**src/rtl/lenet_buf_ctrl_if.sv**
```systemverilog
// Feature-memory row fetch handshake: the controller raises rd_req with a
// stable rd_addr until the memory answers with a single-cycle rd_ack.
interface lenet_buf_ctrl_if #(
  parameter int ADDR_W = 10
);
  logic              rd_req;
  logic [ADDR_W-1:0] rd_addr;
  logic              rd_ack;

  modport master (output rd_req, output rd_addr, input rd_ack);
  modport slave  (input rd_req, input rd_addr, output rd_ack);
endinterface

```
**src/rtl/lenet_buf_ctrl.sv**
```systemverilog
// Sequencer for the LeNet input line buffer: fetches operand rows and drives
// en/cur_state/ker_row/ker_col so every conv load lands on ker_cnt==10.
module lenet_buf_ctrl #(
  parameter int ADDR_W = 10,
  parameter int PASS_W = 8
) (
  input  logic              clk,
  input  logic              rst,
  input  logic              start,
  input  logic [2:0]        layer,
  input  logic [PASS_W-1:0] passes,
  input  logic [ADDR_W-1:0] base_addr,
  lenet_buf_ctrl_if.master  rd,
  output logic              en,
  output logic [3:0]        cur_state,
  output logic [3:0]        ker_row,
  output logic [3:0]        ker_col,
  output logic              mac_valid,
  output logic              busy,
  output logic              done
);

  localparam logic [3:0] IDLE    = 4'd0;
  localparam logic [3:0] SCONV_1 = 4'd1;
  localparam logic [3:0] SCONV_2 = 4'd2;
  localparam logic [3:0] SFC_1   = 4'd3;
  localparam logic [3:0] SFC_2   = 4'd4;
  localparam logic [3:0] SFC_3   = 4'd5;

  typedef enum logic [2:0] {
    S_IDLE, S_ALIGN, S_FETCH, S_COMP, S_PAD, S_FCMAC, S_DONE
  } state_t;

  state_t            state;
  logic              en_r;
  logic [3:0]        ph;
  logic [2:0]        cnt;
  logic [PASS_W-1:0] pass_cnt;
  logic [PASS_W-1:0] passes_q;
  logic [3:0]        code_q;
  logic              conv_q;
  logic              last_pass;

  function automatic logic [3:0] layer_code(input logic [2:0] l);
    case (l)
      3'd0:    layer_code = SCONV_1;
      3'd1:    layer_code = SCONV_2;
      3'd2:    layer_code = SFC_1;
      3'd3:    layer_code = SFC_2;
      3'd4:    layer_code = SFC_3;
      default: layer_code = IDLE;
    endcase
  endfunction

  // The load cycle enables the buffer only when memory answers.
  assign en        = en_r | (rd.rd_req & rd.rd_ack);
  assign last_pass = (pass_cnt + PASS_W'(1)) == passes_q;

  always_ff @(posedge clk or posedge rst) begin
    if (rst) begin
      state      <= S_IDLE;
      rd.rd_req  <= 1'b0;
      rd.rd_addr <= '0;
      en_r       <= 1'b0;
      cur_state  <= IDLE;
      ker_row    <= '0;
      ker_col    <= '0;
      mac_valid  <= 1'b0;
      busy       <= 1'b0;
      done       <= 1'b0;
      ph         <= '0;
      cnt        <= '0;
      pass_cnt   <= '0;
      passes_q   <= '0;
      code_q     <= IDLE;
      conv_q     <= 1'b0;
    end else begin
      // ph tracks the buffer's ker_cnt; 0 stands for ker_cnt==10
      if (en) ph <= (ph == 4'd9) ? '0 : ph + 4'd1;

      case (state)
        S_IDLE: if (start) begin
          busy       <= 1'b1;
          code_q     <= layer_code(layer);
          conv_q     <= (layer < 3'd2);
          passes_q   <= passes;
          pass_cnt   <= '0;
          rd.rd_addr <= base_addr;
          ker_row    <= '0;
          cnt        <= '0;
          if (passes == '0 || layer_code(layer) == IDLE) begin
            state     <= S_DONE;
            done      <= 1'b1;
            cur_state <= layer_code(layer);
          end else if (layer < 3'd2 && ph != '0) begin
            // Burn en cycles with cur_state=IDLE so in_r is untouched.
            state <= S_ALIGN;
            en_r  <= 1'b1;
          end else begin
            state     <= S_FETCH;
            rd.rd_req <= 1'b1;
            cur_state <= layer_code(layer);
          end
        end

        S_ALIGN: if (ph == 4'd9) begin
          state     <= S_FETCH;
          en_r      <= 1'b0;
          rd.rd_req <= 1'b1;
          cur_state <= code_q;
        end

        S_FETCH: if (rd.rd_ack) begin
          rd.rd_req  <= 1'b0;
          rd.rd_addr <= rd.rd_addr + ADDR_W'(1);
          mac_valid  <= 1'b1;
          ker_col    <= '0;
          cnt        <= '0;
          if (conv_q) begin
            state <= S_COMP;
            en_r  <= 1'b1;
          end else begin
            state <= S_FCMAC;
          end
        end

        S_COMP: begin
          if (cnt == 3'd4) begin
            state     <= S_PAD;
            mac_valid <= 1'b0;
            ker_col   <= '0;
            cnt       <= '0;
          end else begin
            cnt     <= cnt + 3'd1;
            ker_col <= ker_col + 4'd1;
          end
        end

        S_PAD: begin
          if (cnt == 3'd3) begin
            en_r <= 1'b0;
            if (ker_row != 4'd4) begin
              ker_row   <= ker_row + 4'd1;
              state     <= S_FETCH;
              rd.rd_req <= 1'b1;
            end else begin
              ker_row <= '0;
              if (last_pass) begin
                state <= S_DONE;
                done  <= 1'b1;
              end else begin
                pass_cnt  <= pass_cnt + PASS_W'(1);
                state     <= S_FETCH;
                rd.rd_req <= 1'b1;
              end
            end
          end else begin
            cnt <= cnt + 3'd1;
          end
        end

        S_FCMAC: begin
          mac_valid <= 1'b0;
          if (last_pass) begin
            state <= S_DONE;
            done  <= 1'b1;
          end else begin
            pass_cnt  <= pass_cnt + PASS_W'(1);
            state     <= S_FETCH;
            rd.rd_req <= 1'b1;
          end
        end

        S_DONE: begin
          done      <= 1'b0;
          busy      <= 1'b0;
          cur_state <= IDLE;
          state     <= S_IDLE;
        end

        default: state <= S_IDLE;
      endcase
    end
  end

endmodule
```
**src/flat_wrapper.sv**
```systemverilog
// flat-port wrapper written by rule: the top's interface ports become plain ports
module lenet_buf_ctrl_flat 
#(
  parameter int ADDR_W = 10,
  parameter int PASS_W = 8
)
  (clk, rst, start, layer, passes, base_addr, en, cur_state, ker_row, ker_col, mac_valid, busy, done, rd_rd_req, rd_rd_addr, rd_rd_ack);
  lenet_buf_ctrl_if #(.ADDR_W(ADDR_W)) rd_i ();
  input  logic clk;
  input  logic rst;
  input  logic start;
  input  logic [2:0] layer;
  input  logic [PASS_W-1:0] passes;
  input  logic [ADDR_W-1:0] base_addr;
  output logic en;
  output logic [3:0] cur_state;
  output logic [3:0] ker_row;
  output logic [3:0] ker_col;
  output logic mac_valid;
  output logic busy;
  output logic done;
  output wire logic [$bits(rd_i.rd_req)-1:0] rd_rd_req;
  output wire logic [$bits(rd_i.rd_addr)-1:0] rd_rd_addr;
  input wire logic [$bits(rd_i.rd_ack)-1:0] rd_rd_ack;
  assign rd_rd_req = rd_i.rd_req;
  assign rd_rd_addr = rd_i.rd_addr;
  assign rd_i.rd_ack = rd_rd_ack;
  lenet_buf_ctrl #(.ADDR_W(ADDR_W), .PASS_W(PASS_W)) u_core (.clk(clk), .rst(rst), .start(start), .layer(layer), .passes(passes), .base_addr(base_addr), .rd(rd_i), .en(en), .cur_state(cur_state), .ker_row(ker_row), .ker_col(ker_col), .mac_valid(mac_valid), .busy(busy), .done(done));
endmodule
```
**config.mk**
```make
export PLATFORM = sky130hd
export DESIGN_NAME = lenet_buf_ctrl_flat
export DESIGN_NICKNAME = d
export VERILOG_FILES = /design/src/rtl/lenet_buf_ctrl_if.sv /design/src/rtl/lenet_buf_ctrl.sv /design/src/flat_wrapper.sv
export SDC_FILE = /design/constraint.sdc
export NUM_CORES = 1
export LEC_CHECK = 0
export CAP_MARGIN = 20
export CORE_UTILIZATION = 45
export CTS_CLUSTER_SIZE = 40
export DETAILED_ROUTE_END_ITERATION = 10
export PLACE_DENSITY = 0.72
export SLEW_MARGIN = 20
export SYNTH_ARGS = -nofsm -noshare
export SYNTH_HDL_FRONTEND = slang
export SYNTH_SLANG_ARGS = --single-unit
```
**constraint.sdc**
```tcl
create_clock -name clk -period 2.7 [get_ports clk]
set_clock_uncertainty 0.15 [all_clocks]
set_input_delay 0.54 -clock clk [delete_from_list [all_inputs] [get_ports clk]]
set_output_delay 0.54 -clock clk [all_outputs]
set_load 0.03 [all_outputs]
```
==> run metrics, run 1 <==
post-CTS sizing=0; FP Rows=30; # setup viols final=0; Post-Synthesis Cells=around 370; most frequent cells in the layout=nand2_1, dfrtp_1, clkdlybuf4s50_1; Vias=2951; Initial DRC Count=about 210; worst skew pair latency=~0.31 ns; largest net degree at the start of global routing=40; # hold bufs at CTS=0; Crit. End Element=flop; number of remaining DRC errors=0; ys flop type=dfrtp_1; Max rail drop VDD=0.511 mV; post-synth top area cell=dfrtp_1; RD Place Congestion=0.857; Tightest Pin Transition=approximately 0.64 ns; Yosys reg bits=between 50 and 60; Final Instance Count excl. Fillers=~530; top cell type's share of synthesized area=~43%; Final Hold Fails=0; Detail Placement HPWL=~5.7 mm; global-route wire length before repair=roughly 13 mm; total CTS buffers=5; PortBufs=50; area grow syn2layout=24.1%; pwr dens=between 1000 and 1500 nW/um^2; layout cells sized above 1=about a tenth; Static Leakage=between 1.5 and 2 nW; vias in the first global route=around 2800; slew margin rel.=57.0%; clk sinks=between 50 and 60; Mapped Nets=404; final wirelength=7.74 mm; CP arrival=approximately 2.5 ns; H-tree Lvls=2; Worst EP required=between 2 and 3 ns; Worst Path Max Fanout=3; Critical Path, Cell by Cell=clkdlybuf4s50_1 > nor4_1 > a21oi_1 > nor2b_1 > o21ai_1 > mux2_2; num ports=52; Vert. Die Dim=87.0 um; main area contributors after synthesis=dfrtp_1, nand2_1, o21ai_0; Core Box Area=around 6900 sq um; CP max-delay cell=nor4_1; number of synthesized flops with an enable pin=0; gr usage total=between 20% and 30%; Hold WS=0.347 ns; ant diodes=0; Yosys warning count=0; Hold Path Class=flop to flop; Final ANT Viol Nets=0; Period minus WS final=roughly 2.5 ns; post-synthesis cell type count=55; Async S/R FF share, synth=100%; CTS clock-pin slew for the worst setup and hold paths=approximately 0.10 ns; synthesized area=3250 sq um; # Post-CTS Setup Buffers=0; fin nets=approximately 460; nature of the critical path startpoint=input pin; Setup Total Neg Slack=0 ns; CTS tree=built; outcome=finished clean; Slew Viols, Final=0; die width=slightly below 90 um; final worst-path cycle share=92.0%; post-DR vias/cell=between 5 and 6; setup repair after global routing missed its margin=false; Clock Tree Buf Depth=2; Fmax=~400 MHz; Seq/Total Area, Yosys=a little over two fifths; TritonRoute pass-1 iters=4; commonest non-fill, non-tap cell in the layout=nand2_1; die footprint=roughly 7600 sq um; DP Cell Count=between 500 and 600; gr ovfl total=0; Critical Path Max Stage Delay=roughly 0.56 ns; root buffer cell=clkbuf_8; wire per inst=roughly 15 um; antenna violations before repair=0; syn_area_per_cell=8.76 sq um; MaxCap Viol Count=0; crit path kind=input pin to flop; Initial Util=roughly 47%
## worst max-delay path, delay by kind of cell
kind | cells | cell delay, ns
buffers and inverters | 1 | 0.43
and+or+nand+nor | 2 | 0.75
muxes | 1 | 0.37
AOI/OAI and AO/OA | 2 | 0.44
## where the power goes
group          switching [W]  internal [W]  leakage [nW]
Combinational        0.00133      0.000986         0.935
Clock               0.000269      0.000209        0.0445
Sequential          0.000323       0.00114         0.700
Total                0.00192       0.00234          1.68
## final cells by class
| cell class | instances | area [sq um] |
|---|---|---|
| clock buffer | 7 | 86.3 |
| multi-input combinational | 286 | 1730 |
| sequential | 56 | 1400 |
| clock inverter | 1 | 7.51 |
| timing repair buffer | 68 | 646 |
| inverter | 12 | 45.0 |
| tap | 96 | 120 |
| fill | 609 | 2840 |
## flip-flops by register name (all words and copies together) (netlist names), 4 cells and up
name,count
u_core.rd.rd_addr,10
u_core.pass_cnt,8
u_core.passes_q,8
u_core.ker_col,4
u_core.ker_row,4
u_core.ph,4
## metrics by stage
step                power, W  util (%)  cell area, sq um  setup WS [ns]
floorplan            0.00301         -              3250          0.549
global placement     0.00371      57.3              3940         0.0275
detailed placement   0.00378      57.3              3940        -0.0625
CTS                  0.00427      58.7              4030          0.274
global route         0.00462      58.7              4030          0.134
finish               0.00426      58.7              4030          0.217
## Yosys cell counts, types with 3 or more instances
library cell   n
nand2_1       64
dfrtp_1       56
o21ai_0       30
a21oi_1       24
nor2_1        21
xnor2_1       14
inv_1         12
nand3_1       12
o21ai_1       10
clkbuf_1       8
ha_1           8
nor3_1         7
o31ai_1        7
mux2_2         6
o22ai_1        6
a22o_1         5
and3_1         5
buf_2          5
nand2b_1       5
nor2b_1        5
a21o_1         4
nor4_1         4
xor2_1         4
a31oi_1        3
buf_4          3
nand4_1        3
## cells by family after synthesis
logic type	Yosys count	synth area share [%]
AND/OR/NAND/NOR	141	20.9
AO/OA/AOI/OAI	110	21.3
flip-flops	56	43.1
buffers and inverters	29	3.89
XOR/XNOR	18	4.85
adder cells (fa/ha/maj)	8	3.08
multiplexers	8	2.73
other	1	0.115
## path summary, 6_finish.rpt
kind                            cells after the start              endpoint          startpoint  slack, ns
worst min-delay path                                2      u_core.code_q[0]    u_core.code_q[0]       0.35
max in group asynchronous                           3   u_core.cur_state[1]                 rst       1.43
worst min register to register                      2      u_core.code_q[0]    u_core.code_q[0]       0.35
worst max register to register                      7       u_core.state[2]  u_core.pass_cnt[0]       0.32
worst max-delay path                                6   u_core.cur_state[0]           passes[4]       0.22
min in group asynchronous                           2  u_core.rd.rd_addr[1]                 rst       0.42
## layer usage
layer  GRT usage (%)  part of all wire [%]  vias up
met3            3.70                   3.7        8
met2            36.3                    48       62
met5               0                     0        -
li1                -                     -     1436
met1            30.5                    47     1445
met4            7.12                   1.3        0
Power figures use the tool's default switching activity.
==> run 2: changes to the inputs <==
--- a/config.mk
+++ b/config.mk
@@ -6,8 +6,8 @@
 export NUM_CORES = 1
 export LEC_CHECK = 0
 export CAP_MARGIN = 20
+export CORE_MARGIN = 5
 export CORE_UTILIZATION = 45
-export CTS_CLUSTER_SIZE = 40
 export DETAILED_ROUTE_END_ITERATION = 10
 export PLACE_DENSITY = 0.72
 export SLEW_MARGIN = 20
==> run metrics, run 2 (same netlist as run 1, synthesis figures left out) <==
Period minus WS final=about 2.5 ns; Critical Path, Cell by Cell=clkdlybuf4s50_1 > nor4_1 > a21oi_1 > nor2b_1 > o21ai_1 > mux2_2; CP arrival=2.60 ns; slew margin rel.=51.5%; Worst Path Max Fanout=3; root buffer cell=clkbuf_8; Setup Total Neg Slack=0 ns; Critical Path Start=passes[4]; worst setup margin=around 0.15 ns; DP Cell Count=~520; pwr dens=~1100 nW/um^2; Final ANT Viol Nets=0; worst r2r src=u_core.pass_cnt[0]; Slew Viols, Final=0; buffers and inverters on the worst path=1; total CTS buffers=5; area grow syn2layout=25.1%; post-DR vias/cell=roughly 5.4; final worst-path cycle share=between 90% and 100%; MaxCap Viol Count=0; die footprint=~9000 sq um; Final Instance Count excl. Fillers=531; Post-Place Worst Slack=-0.142 ns; Vias=about 2900; outcome=finished clean; Crit path max-delay family=simple AND/OR/NAND/NOR gates; vias in the first global route=roughly 2900; most frequent cells in the layout=nand2_1, dfrtp_1, clkdlybuf4s50_1; Fmax=~400 MHz; crit path kind=input pin to flop; global-route wire length before repair=roughly 13 mm; Clock Tree Buf Depth=2; Core Box Area=roughly 7100 sq um; Crit. End Element=flop; fin nets=roughly 460; TritonRoute pass-1 iters=4; post-CTS sizing=0; # hold bufs at CTS=0; Detail Placement HPWL=5.83 mm; CP max-delay cell=nor4_1; antenna violations before repair=0; largest net degree at the start of global routing=38; hold wc startpoint=u_core.code_q[2]; CTS clock-pin slew for the worst setup and hold paths=~0.11 ns; Worst EP required=2.75 ns; Hold Path Class=flop to flop; number of remaining DRC errors=0; ant diodes=0; setup repair after global routing missed its margin=false; # Post-CTS Setup Buffers=0; CTS tree=built; # setup viols final=0; Max rail drop VDD=0.507 mV; commonest non-fill, non-tap cell in the layout=nand2_1; area of the multi-input gates=1730 sq um; nature of the critical path startpoint=input pin; worst skew pair latency=about 0.31 ns; layout cells sized above 1=10.9%; fill count=653; RD Place Congestion=0.833; Initial Util=a little under half; Vert. Die Dim=~95 um; die width=~95 um; PortBufs=50; Final Hold Fails=0; Tightest Pin Transition=around 0.72 ns; final wirelength=between 7 and 8 mm; wire per inst=approximately 15 um; Initial DRC Count=between 150 and 200; num ports=52; register area=roughly 1400 sq um; largest reg by FF count=u_core.rd.rd_addr; gr usage total=between 10% and 20%; largest registers=u_core.rd.rd_addr x10, u_core.pass_cnt x8, u_core.passes_q x8; max FFs per register=10; clk sinks=56; Critical Path Max Stage Delay=0.57 ns; Static Leakage=1.70 nW; Util after Layout=56.9%; gr ovfl total=0; H-tree Lvls=2; FP Rows=31
[run 2: cell count changes in the layout (fill, tap and decap cells not counted)]
cell        previous run  this run
clkinvlp_4             1         0
clkinv_2               0         1
bufinv_16              0         1
clkbuf_8               6         5
buf_4                 18        20
[run 2: power breakdown]
group | leakage, nW | total, W | switching [W] | internal, W
registers | 0.700 | 0.00148 | 0.000338 | 0.00114
clock network | 0.0552 | 0.000551 | 0.000275 | 0.000276
logic | 0.944 | 0.00230 | 0.00130 | 0.000998
[run 2: stage by stage]
stage | instance area (sq um) | hold slack, ns | total power (W)
final | 4060 | 0.334 | 0.00433
after global routing | 4060 | 0.357 | 0.00466
after CTS | 4060 | 0.336 | 0.00435
after detailed placement | 3960 | 0.313 | 0.00378
after global placement | 3960 | 0.304 | 0.00372
after floorplan | 3250 | 0.289 | 0.00301
[run 2: final timing paths]
check / endpoint / slack (ns) / cells after the start
hold reg to reg: u_core.code_q[2] / 0.33 / 2
setup / recovery: u_core.cur_state[0] / 0.15 / 6
min in group asynchronous: u_core.rd.rd_addr[6] / 0.41 / 2
hold / removal: u_core.code_q[2] / 0.33 / 2
setup reg to reg: u_core.pass_cnt[4] / 0.38 / 8
max in group asynchronous: u_core.pass_cnt[0] / 1.44 / 3
[run 2: per-layer routing]
layer / global-route usage [%] / vias to the layer above / routed length, um
li1: - / 1448 / -
met1: 24.6 / 1381 / 3630
met2: 29.3 / 47 / 3820
met3: 4.62 / 10 / 327
met4: 5.41 / 0 / 104
met5: 0 / - / 0
[run 2: cell type report]
cell class              instances  share of cell area [%]
inverters                      12                    1.11
flip-flops and latches         56                    34.5
clock buffers                   6                    1.79
clock inverters                 2                   0.862
repair buffers                 70                    16.3
multi-input cells             286                    42.5
well taps                      99                    3.05
[run 2: tightest hold or removal path, stage by stage, from the launching register on]
cell and delay [ns]:
dfrtp_1 0.36, nand2_1 0.05, nand2_1 0.05
